## src/rtl/bctrl_pkg.sv

```systemverilog
// Shared definitions for the board-controller receive deframer: frame
// layout, default header byte, FSM encoding and the frame checksum.
package bctrl_pkg;

    localparam int FRAME_BITS = 40;

    // Field positions inside the 40-bit frame (MSB received first)
    localparam int SYNC_MSB = 39;
    localparam int SYNC_LSB = 32;
    localparam int ADDR_MSB = 31;
    localparam int ADDR_LSB = 24;
    localparam int DATA_MSB = 23;
    localparam int DATA_LSB = 8;
    localparam int CHK_MSB  = 7;
    localparam int CHK_LSB  = 0;

    localparam logic [7:0] SYNC_BYTE_DEF = 8'hEB;

    // Bit counter stops one past a full frame so overlong frames stay detectable
    localparam int             BIT_CNT_W   = 6;
    localparam logic [BIT_CNT_W-1:0] BIT_CNT_MAX = 6'd41;

    typedef enum logic [1:0] {
        ST_IDLE  = 2'd0,
        ST_SHIFT = 2'd1,
        ST_DRAIN = 2'd2,
        ST_CHECK = 2'd3
    } state_t;

    // Frame checksum: XOR of the address byte and both data bytes
    function automatic logic [7:0] calc_chk(input logic [7:0] addr, input logic [15:0] data);
        return addr ^ data[15:8] ^ data[7:0];
    endfunction

endpackage

```

## src/rtl/bctrl_sync.sv

```systemverilog
// Multi-flop synchronizer for one asynchronous input bit.
// RESET_VAL lets a line come out of reset at its idle-asserted level.
module bctrl_sync #(
    parameter int   STAGES    = 3,
    parameter logic RESET_VAL = 1'b0
) (
    input  logic clk,
    input  logic rst,
    input  logic d,
    output logic q
);

    logic [STAGES-1:0] sync_reg;

    // Shift the raw input through the flop chain
    always_ff @(posedge clk or posedge rst) begin
        if (rst) begin
            sync_reg <= {STAGES{RESET_VAL}};
        end else begin
            sync_reg <= {sync_reg[STAGES-2:0], d};
        end
    end

    assign q = sync_reg[STAGES-1];

endmodule

```

## src/rtl/bctrl_rx_deframer.sv

```systemverilog
// Board-controller serial link receiver: synchronizes rx_clk/data/en into
// the system clock domain, deframes 40-bit config frames, validates header,
// length and checksum, and emits single-cycle config/error strobes.
module bctrl_rx_deframer
    import bctrl_pkg::*;
#(
    parameter int         SYNC_STAGES = 3,
    parameter logic [7:0] SYNC_BYTE   = SYNC_BYTE_DEF,
    parameter int         TIMEOUT_CYC = 4096,
    parameter int         CNT_W       = 16
) (
    input  logic             sys_clk100m,
    input  logic             sys_rst,
    input  logic             bctrl_rx_clk,
    input  logic             bctrl_rx_data,
    input  logic             bctrl_rx_en,
    output logic [7:0]       cfg_addr,
    output logic [15:0]      cfg_data,
    output logic             cfg_vld,
    output logic             err_sync,
    output logic             err_chk,
    output logic             err_len,
    output logic             busy,
    output logic [CNT_W-1:0] ok_cnt,
    output logic [CNT_W-1:0] err_cnt
);

    localparam int                IDLE_W    = $clog2(TIMEOUT_CYC) + 1;
    localparam logic [IDLE_W-1:0] IDLE_LAST = IDLE_W'(TIMEOUT_CYC - 1);

    // Bit order of the synchronized pin bundle: {en, data, clk}.
    // The enable chain resets high so an enable that is already asserted
    // when reset releases never looks like a rising edge.
    localparam logic [2:0] SYNC_RST_VAL = 3'b100;

    logic [2:0] pin_raw;
    logic [2:0] pin_s;
    logic       clk_s;
    logic       data_s;
    logic       en_s;

    assign pin_raw = {bctrl_rx_en, bctrl_rx_data, bctrl_rx_clk};

    // Identical-depth chains keep clk, data and en aligned after synchronization
    genvar gi;
    generate
        for (gi = 0; gi < 3; gi++) begin : g_sync
            bctrl_sync #(
                .STAGES   (SYNC_STAGES),
                .RESET_VAL(SYNC_RST_VAL[gi])
            ) u_sync (
                .clk(sys_clk100m),
                .rst(sys_rst),
                .d  (pin_raw[gi]),
                .q  (pin_s[gi])
            );
        end
    endgenerate

    assign clk_s  = pin_s[0];
    assign data_s = pin_s[1];
    assign en_s   = pin_s[2];

    logic clk_d_reg;
    logic en_d_reg;
    logic clk_rise;
    logic en_rise;
    logic en_fall;

    // Delayed copies of synchronized clk/en for edge detection
    always_ff @(posedge sys_clk100m or posedge sys_rst) begin
        if (sys_rst) begin
            clk_d_reg <= 1'b0;
            en_d_reg  <= 1'b1;
        end else begin
            clk_d_reg <= clk_s;
            en_d_reg  <= en_s;
        end
    end

    assign clk_rise = clk_s & ~clk_d_reg;
    assign en_rise  = en_s & ~en_d_reg;
    assign en_fall  = ~en_s & en_d_reg;

    state_t                 state_reg;
    logic [FRAME_BITS-1:0]  sr_reg;
    logic [BIT_CNT_W-1:0]   bit_cnt_reg;
    logic [IDLE_W-1:0]      idle_cnt_reg;
    logic [7:0]             cfg_addr_reg;
    logic [15:0]            cfg_data_reg;
    logic                   cfg_vld_reg;
    logic                   err_sync_reg;
    logic                   err_chk_reg;
    logic                   err_len_reg;
    logic [CNT_W-1:0]       ok_cnt_reg;
    logic [CNT_W-1:0]       err_cnt_reg;

    logic [7:0]             frame_sync;
    logic [7:0]             frame_addr;
    logic [15:0]            frame_data;
    logic [7:0]             frame_chk;

    assign frame_sync = sr_reg[SYNC_MSB:SYNC_LSB];
    assign frame_addr = sr_reg[ADDR_MSB:ADDR_LSB];
    assign frame_data = sr_reg[DATA_MSB:DATA_LSB];
    assign frame_chk  = sr_reg[CHK_MSB:CHK_LSB];

    // Frame FSM: collect bits, watch for stalls, then judge the frame and
    // issue exactly one registered strobe per completed frame
    always_ff @(posedge sys_clk100m or posedge sys_rst) begin
        if (sys_rst) begin
            state_reg    <= ST_IDLE;
            sr_reg       <= '0;
            bit_cnt_reg  <= '0;
            idle_cnt_reg <= '0;
            cfg_addr_reg <= '0;
            cfg_data_reg <= '0;
            cfg_vld_reg  <= 1'b0;
            err_sync_reg <= 1'b0;
            err_chk_reg  <= 1'b0;
            err_len_reg  <= 1'b0;
            ok_cnt_reg   <= '0;
            err_cnt_reg  <= '0;
        end else begin
            cfg_vld_reg  <= 1'b0;
            err_sync_reg <= 1'b0;
            err_chk_reg  <= 1'b0;
            err_len_reg  <= 1'b0;

            case (state_reg)
                ST_IDLE: begin
                    if (en_rise) begin
                        state_reg    <= ST_SHIFT;
                        bit_cnt_reg  <= '0;
                        idle_cnt_reg <= '0;
                    end
                end

                ST_SHIFT: begin
                    if (en_fall) begin
                        // en_s is already low here, so a coincident clock edge is dropped
                        state_reg <= ST_CHECK;
                    end else if (clk_rise && en_s) begin
                        sr_reg       <= {sr_reg[FRAME_BITS-2:0], data_s};
                        idle_cnt_reg <= '0;
                        if (bit_cnt_reg != BIT_CNT_MAX) begin
                            bit_cnt_reg <= bit_cnt_reg + BIT_CNT_W'(1);
                        end
                    end else if (idle_cnt_reg == IDLE_LAST) begin
                        // Link stalled mid-frame: report once, then ignore the rest
                        err_len_reg <= 1'b1;
                        if (~&err_cnt_reg) begin
                            err_cnt_reg <= err_cnt_reg + CNT_W'(1);
                        end
                        state_reg <= ST_DRAIN;
                    end else begin
                        idle_cnt_reg <= idle_cnt_reg + IDLE_W'(1);
                    end
                end

                ST_DRAIN: begin
                    if (!en_s) begin
                        state_reg <= ST_IDLE;
                    end
                end

                ST_CHECK: begin
                    if (bit_cnt_reg != BIT_CNT_W'(FRAME_BITS)) begin
                        err_len_reg <= 1'b1;
                    end else if (frame_sync != SYNC_BYTE) begin
                        err_sync_reg <= 1'b1;
                    end else if (frame_chk != calc_chk(frame_addr, frame_data)) begin
                        err_chk_reg <= 1'b1;
                    end else begin
                        cfg_vld_reg  <= 1'b1;
                        cfg_addr_reg <= frame_addr;
                        cfg_data_reg <= frame_data;
                    end

                    if (bit_cnt_reg == BIT_CNT_W'(FRAME_BITS) && frame_sync == SYNC_BYTE &&
                        frame_chk == calc_chk(frame_addr, frame_data)) begin
                        if (~&ok_cnt_reg) begin
                            ok_cnt_reg <= ok_cnt_reg + CNT_W'(1);
                        end
                    end else if (~&err_cnt_reg) begin
                        err_cnt_reg <= err_cnt_reg + CNT_W'(1);
                    end

                    state_reg <= ST_IDLE;
                end

                default: begin
                    state_reg <= ST_IDLE;
                end
            endcase
        end
    end

    assign cfg_addr = cfg_addr_reg;
    assign cfg_data = cfg_data_reg;
    assign cfg_vld  = cfg_vld_reg;
    assign err_sync = err_sync_reg;
    assign err_chk  = err_chk_reg;
    assign err_len  = err_len_reg;
    assign busy     = (state_reg != ST_IDLE);
    assign ok_cnt   = ok_cnt_reg;
    assign err_cnt  = err_cnt_reg;

endmodule

```

## config.mk

```make
export PLATFORM = sky130hd
export DESIGN_NAME = bctrl_rx_deframer
export DESIGN_NICKNAME = d
export VERILOG_FILES = /design/src/rtl/bctrl_pkg.sv /design/src/rtl/bctrl_sync.sv /design/src/rtl/bctrl_rx_deframer.sv
export SDC_FILE = /design/constraint.sdc
export NUM_CORES = 1
export LEC_CHECK = 0
export ABC_AREA = 1
export CORE_MARGIN = 2
export CORE_UTILIZATION = 55
export CTS_BUF_LIST = sky130_fd_sc_hd__clkbuf_2
export CTS_CLUSTER_SIZE = 28
export DETAILED_ROUTE_END_ITERATION = 16
export GPL_ROUTABILITY_DRIVEN = 0
export PLACE_DENSITY = 0.77
export SYNTH_ARGS = -nofsm -noshare
export SYNTH_HDL_FRONTEND = slang
export SYNTH_SLANG_ARGS = --single-unit
```

## constraint.sdc

```tcl
create_clock -name sys_clk100m -period 8.2 [get_ports sys_clk100m]
set_clock_uncertainty 0.1 [all_clocks]
set_input_delay 1.64 -clock sys_clk100m [delete_from_list [all_inputs] [get_ports sys_clk100m]]
set_output_delay 1.64 -clock sys_clk100m [all_outputs]
set_load 0.05 [all_outputs]
```

# --- Word-level counts from Yosys, hierarchy flattened ---
# Index checks and enable logic that the tools add are counted.
classes:
  n_reduce_logical: 16
  mux: 38
  bitwise: 13
  n_eq_ne: 22
  add_sub_neg: 4
ops:
  columns: ["cell", "count"]
  rows:
  - ["16-bit 2-to-1 mux", 5]
  - ["13-bit 2-to-1 mux", 4]
  - ["16-bit by 1-bit adder with 16-bit output (second input constant)", 2]
  - ["16-bit one-hot mux with 2 select lines", 1]
  - ["16-bit AND reduction", 2]
  - ["13-bit one-hot mux with 2 select lines", 1]
  - ["6-bit 2-to-1 mux", 4]
  - ["2-bit inequality test (second input constant)", 8]
  - ["8-bit XOR", 2]
  - ["1-bit 2-to-1 mux", 15]
  - ["13-bit by 1-bit adder with 13-bit output (second input constant)", 1]
  - ["13-bit by 12-bit equality test with 1-bit output (second input constant)", 1]
  - ["6-bit inequality test (second input constant)", 2]
  - ["6-bit one-hot mux with 2 select lines", 1]
  - ["4-bit AND reduction", 3]
  - ["2-bit 2-to-1 mux", 5]
  - ["5-bit AND reduction", 2]
  - ["3-bit inequality test (second input constant)", 3]
  - ["8-bit equality test", 1]
  - ["8-bit equality test (second input constant)", 1]
  - ["8-bit inequality test", 1]
  - ["8-bit inequality test (second input constant)", 1]
  - ["1-bit NOT", 8]
  - ["2-bit one-hot mux with 4 select lines", 1]
  - ["other kinds (10)", 18]
word_totals:
  register_bits: 132
  output_inout_bits: 61
  inputBits: 5

# --- Logic depth before layout (Yosys ltp) ---
# Gate-level depths: netlist of the first run.
depth:
  word_depth: 7
  mapped_depth: 14

# --- Modules after synthesis ---
# From an unflattened synthesis of the first run, not the netlist that was laid out.
hier_totals:
  hier_cells: 843
  hier_area_um2: 6650.1
by_module_without_submodules:
  columns: ["mod", "n_inst", "cells_each", "area_each_um2"]
  rows:
  - ["bctrl_rx_deframer", 1, 831, 6409.9]
  - ["bctrl_sync (g_sync[0].u_sync ...)", 2, 4, 78.8]
  - ["bctrl_sync (g_sync[2].u_sync)", 1, 4, 82.6]

# --- Worst setup path before layout of the first run ---
# OpenSTA, ideal clock, no wires.
synth_timing:
  path_kind: "register to output"
  startpoint: "reg state_reg[0]"
  endpoint: "out busy"
  stages_incl_launch_ff: 3
  setup_slack_ns: 5.655
  t_arrival_ns: 0.805
  cell_sequence: "dfrtp_1 > nor2_1 > inv_1"
synth_between:
  elab_chain_cells: 1
synth_lines:
  columns: ["element", "line_no", "source"]
  rows:
  - ["from (decl)", "bctrl_rx_deframer.sv:85", "state_t state_reg;"]
  - ["from (signal assigned)", "bctrl_rx_deframer.sv:112", "state_reg <= ST_IDLE;"]
  - ["from (signal assigned)", "bctrl_rx_deframer.sv:133", "state_reg <= ST_SHIFT;"]
  - ["from (signal assigned)", "bctrl_rx_deframer.sv:142", "state_reg <= ST_CHECK;"]
  - ["2-bit nonzero test", "bctrl_rx_deframer.sv:205", "assign busy = (state_reg != ST_IDLE);"]
  - ["to (decl)", "bctrl_rx_deframer.sv:23", "output logic busy,"]
# No other way between the ends.

# --- Worst setup path in the final report of the first run ---
# Same ends and word-level chain as after synthesis.

==> results of run 1 <==
==> synthesized netlist by cell type, drive strengths merged (2+ instances only) <==
master | instances | area [um^2]
nand2 | 304 | 1220
dfrtp | 128 | 3200
inv | 102 | 383
o21ai | 81 | 499
nor2 | 73 | 327
nand3 | 57 | 355
xor2 | 19 | 166
nor3 | 18 | 100
buf | 16 | 135
nand4 | 15 | 100
xnor2 | 9 | 78.8
clkbuf | 6 | 32.5
ha | 6 | 75.1
a21oi | 5 | 25.0
dfstp | 4 | 105
a31oi | 2 | 12.5
nand3b | 2 | 15.0
nor3b | 2 | 15.0
nor4 | 2 | 12.5
o31ai | 2 | 15.0
==> layout make-up <==
class                      instances  share of cell area (%)
clock inverter                    13                    1.78
multi-input combinational        601                    38.9
tap                              168                    2.67
clock buffer                      19                    1.21
inverter                         103                    4.95
timing repair buffer              68                    8.54
sequential                       132                    42.0
==> power by group <==
group          internal, W  switching [W]
clock network     0.000165       0.000234
registers         0.000689      0.0000432
logic             0.000122       0.000303
==> cells in the final DEF, fill, tap and decap left out, types with 14 or more instances in the layout <==
cell / n
nor2_1: 61
nand3_1: 43
o21ai_2: 25
nand2_1: 275
clkbuf_2: 19
clkdlybuf4s50_1: 65
inv_2: 24
nor3_1: 16
inv_1: 77
xor2_1: 19
dfrtp_1: 128
o21ai_0: 52
nand2_2: 27
nand4_1: 14
==> cell families (layout without fill, tap and decap cells) <==
group / count (synthesis) / count (layout) / synth area share, %
compound gates: 92 / 92 / 8.23
xor+xnor: 28 / 28 / 3.55
flops: 132 / 132 / 47.8
fa+ha+maj: 6 / 6 / 1.09
buf+inv: 125 / 203 / 8.03
simple gates: 475 / 475 / 31.3
==> layer usage <==
layer  share of wire (%)  track usage (%)  up-vias
met4                 1.2             6.90        0
met5                   0                0        -
met3                 3.9             5.60       18
li1                    -                -     2834
met1                  48             31.0     2611
met2                  47             35.0      103
==> critical path: stages, from the launching register on <==
cell             delay, ns
dfrtp_1               0.49
nor2_1                0.10
inv_1                 0.06
clkdlybuf4s50_1       0.79
==> path summary, 6_finish.rpt <==
path / slack [ns] / endpoint / start / cells after the start
setup / recovery: 4.31 / busy / state_reg[0] / 3
hold / removal: 0.27 / g_sync[2].u_sync.sync_reg[1] / g_sync[2].u_sync.sync_reg[0] / 0
setup reg to reg: 5.46 / err_cnt[15] / bit_cnt_reg[0] / 11
hold reg to reg: 0.27 / g_sync[2].u_sync.sync_reg[1] / g_sync[2].u_sync.sync_reg[0] / 0
max in group asynchronous: 5.37 / idle_cnt_reg[8] / sys_rst / 3
min in group asynchronous: 1.31 / err_cnt[6] / sys_rst / 2
==> per-stage QoR <==
stage	cell area, um^2	instances
floorplan	6910	858
global route	7880	1104
detailed placement	7650	1072
finish	7880	1104
CTS	7880	1104
global placement	7650	1072
==> metrics.yaml, run 1 <==
critical_path:
  start_kind: "register"
  arrival_ns: 2.15
  required_ns: 6.46
  worstSetupEndpointType: "output port"
  worst-path-max-fanout: 5
  critPathKind: "reg2out"
clock_tree:
  cts_root_buffer: "clkbuf_2"
  clock-sinks: 132
  cts_hold_buf: 0
  cts-buffers-inserted: 17
  clock_latency_ns: 0.71
  cts_setup_buffers: 0
  cts_tree: "done"
  cts.clk_slew.worst_paths_ns: 0.19
  clockBufferDepth: 2
  cts.htree.levels: 4
  cts_resized: 0
yosys:
  netlist_instances: 858
  yosysSeqAreaShare_pct: 47.8
  synth_cell_type_count: 38
  syn_avg_cell_area_um2: 8.06
  ys_ff_latch: 132
  synth_area_um2: 6910
  synthFlopType: "dfrtp_1"
  syn_nets: 869
  synth_edf_count: 0
  synthArstFlopShare_pct: 100
  yosys_warnings: 0
timing:
  hold_viol_final: 0
  rsz0062_at_grt: "no"
  worstMarginPinSlew_ns: 0.836
  slew-limit-headroom_pct: 44.2
  setup_viol: 0
  timing.final.crit_share_pct: 47.4
  fmax_mhz: 257
  tns_ns: 0
  maxSlewViolCount: 0
  holdWs_ns: 0.270
  fin_crit_ns: 3.89
  timing.final.ws_setup_ns: 4.31
floorplanning:
  die-area_um2: 13500
  num_rows: 40
  core_area_um2: 12200
  die_h_um: 116
  initial_core_util_pct: 56.9
  ios: 66
  die_w_um: 116
detailed_routing:
  drc: 0
  postRouteWirelength_mm: 13.5
  postRouteAntennaNets: 0
  dr.pass1.iters: 5
  wl_per_cell_um: 12.2
  vias: 5566
  vias_per_cell: 5.04
  drt_iter0_drc: 457
power_and_ir_drop:
  power.total_w: 0.00156
  vdd_drop_max_mv: 0.0968
  p_leak_nw: 3.65
  power.density_nw_per_um2: 197
place:
  hpwl_mm: 9.37
  post-place-ws_ns: 4.49
  port_buffers: 65
global_routing:
  grt_pass1_wl_mm: 23.8
  grt_antenna_before_repair: 0
  grt_use_total_pct: 22.3
  grt_pass1_vias: 5245
  grt.overflow.total: 0
  grt_max_degree: 77
hold_path:
  min_path_type: "reg2reg"
finish:
  largest_reg_flops: 40
  area_growth_pct: 14.0
  fillCellCount: 1092
  finish.utilization_pct: 64.8
  antennaDiodeCount: 0
  drive_gt1_share_pct: 15.3
  final_nets: 934
  final-seq-area_um2: 3310
  multi_input_area_um2: 3070
job:
  drv_cap: 0
outcome:
  status: "completed"
Note: power is estimated with default switching activity, not from simulation.
==> run 2, diff against run 1 <==
Clock period 8.2 ns to 3.9 ns, I/O delays scaled along.
==> metrics.yaml, run 2 (synthesized netlist as in run 1, its figures left out) <==
floorplanning:
  num_rows: 40
  die_h_um: 116
  die-area_um2: 13500
  die_w_um: 116
  initial_core_util_pct: 56.9
  ios: 66
  core_area_um2: 12200
global_routing:
  grt_pass1_vias: 5214
  grt_max_degree: 76
  grt_antenna_before_repair: 0
  grt_pass1_wl_mm: 23.8
  grt.overflow.total: 0
  grt_use_total_pct: 22.3
clock_tree:
  clock-sinks: 132
  cts_root_buffer: "clkbuf_2"
  cts_tree: "done"
  clock_latency_ns: 0.68
  cts_setup_buffers: 0
  cts.clk_slew.worst_paths_ns: 0.18
  cts.htree.levels: 4
  clockBufferDepth: 2
  cts_resized: 0
  cts_hold_buf: 0
  cts-buffers-inserted: 17
place:
  placed_area_um2: 7680
  port_buffers: 65
  dp_cells: 1074
  hpwl_mm: 9.67
  post-place-ws_ns: 1.28
timing:
  rsz0062_at_grt: "no"
  maxSlewViolCount: 0
  timing.final.ws_setup_ns: 0.881
  tns_ns: 0
  worstMarginPinSlew_ns: 0.719
  fmax_mhz: 331
  slew-limit-headroom_pct: 52.0
  hold_viol_final: 0
  timing.final.crit_share_pct: 77.4
  setup_viol: 0
  fin_crit_ns: 3.02
hold_path:
  min_from: "g_sync[2].u_sync.sync_reg[0]"
  min_path_type: "reg2reg"
power_and_ir_drop:
  vdd_drop_max_mv: 0.270
  power.density_nw_per_um2: 407
  p_leak_nw: 3.65
detailed_routing:
  drc: 0
  wl_met1_mm: 6.67
  met2_length_mm: 6.42
  wl_met3_um: 550
  dr.pass1.iters: 5
  vias_per_cell: 5.01
  postRouteAntennaNets: 0
  vias: 5538
  drt_iter0_drc: 356
  wl_per_cell_um: 12.4
  postRouteWirelength_mm: 13.7
  top_layer_used: "met4"
finish:
  final_common_cell: "nand2_1"
  largest_reg_flops: 40
  final_nets: 936
  final_area_um2: 7890
  area_growth_pct: 14.1
  finalNonFillerCells: 1105
  antennaDiodeCount: 0
  final_cell_mix: "nand2_1 (275), dfrtp_1 (128), inv_1 (77)"
  drive_gt1_share_pct: 15.7
  fillCellCount: 1057
critical_path:
  slowest_stage: "clkdlybuf4s50_1"
  r2r_start: "bit_cnt_reg[0]"
  arrival_ns: 2.14
  r2r_slack_ns: 1.25
  start_kind: "register"
  worst-path-max-fanout: 5
  critical_path.startpoint: "state_reg[0]"
  required_ns: 3.02
  critPathKind: "reg2out"
  worstSetupEndpointType: "output port"
  slowest_delay_ns: 0.70
  cp_cell_sequence: "nor2_1 > inv_1 > clkdlybuf4s50_1"
  cp-endpoint: "busy"
  r2r_end: "cfg_data[6]"
  reg2reg_depth: 10
outcome:
  status: "completed"
job:
  drv_cap: 0
==> run 2: cell count changes in the layout (fill, tap and decap cells not counted), sizes merged <==
| cell | before | now |
|---|---|---|
| buf | 3 | 5 |
| clkbuf | 19 | 21 |
| bufinv | 3 | 2 |
| clkinvlp | 3 | 5 |
| clkinv | 8 | 5 |
| inv | 102 | 101 |
==> run 2: worst max-delay path: cells and delay by family, from the launching register on <==
family	cells	cell delay, ns
buf+inv	2	0.76
flops	1	0.49
simple gates	1	0.23
==> run 2: how the worst min path moves through the flow <==
| stage | to | slack (ns) | cells past startpoint |
|---|---|---|---|
| finish | g_sync[2].u_sync.sync_reg[1] | 0.27 | 0 |
| global placement | g_sync[0].u_sync.sync_reg[2] | 0.23 | 0 |
| global route | g_sync[2].u_sync.sync_reg[1] | 0.27 | 0 |
| detailed placement | g_sync[1].u_sync.sync_reg[2] | 0.24 | 0 |
| floorplan | g_sync[0].u_sync.sync_reg[1] | 0.23 | 0 |
| CTS | g_sync[2].u_sync.sync_reg[1] | 0.27 | 0 |
==> run 2: layout make-up <==
class | count | area [um^2] | area share [%]
sequential | 132 | 3310 | 41.9
inverter | 103 | 392 | 4.96
clock inverter | 10 | 110 | 1.40
tap | 168 | 210 | 2.66
timing repair buffer | 70 | 701 | 8.88
clock buffer | 21 | 105 | 1.33
multi-input combinational | 601 | 3070 | 38.8
==> run 2: layer usage <==
metal	global-route usage [%]	vias up
met5	0	-
met4	6.19	0
met3	5.14	8
met2	35.5	107
met1	31.2	2580
li1	-	2843
==> run 2: where the power goes <==
| group | internal (W) | total [W] | switching [W] | leakage [nW] |
|---|---|---|---|---|
| Clock | 0.000294 | 0.000782 | 0.000488 | 0.125 |
| Combinational | 0.000259 | 0.000889 | 0.000630 | 1.72 |
| Sequential | 0.00145 | 0.00154 | 0.0000932 | 1.80 |
==> run 2: per-stage QoR <==
step | total power (W) | util [%] | hold WS, ns
final | 0.00321 | 64.9 | 0.268
after global routing | 0.00342 | 64.9 | 0.274
after CTS | 0.00325 | 64.9 | 0.269
after floorplan | 0.00226 | - | 0.231
after global placement | 0.00244 | 63.1 | 0.233
after detailed placement | 0.00246 | 63.1 | 0.236
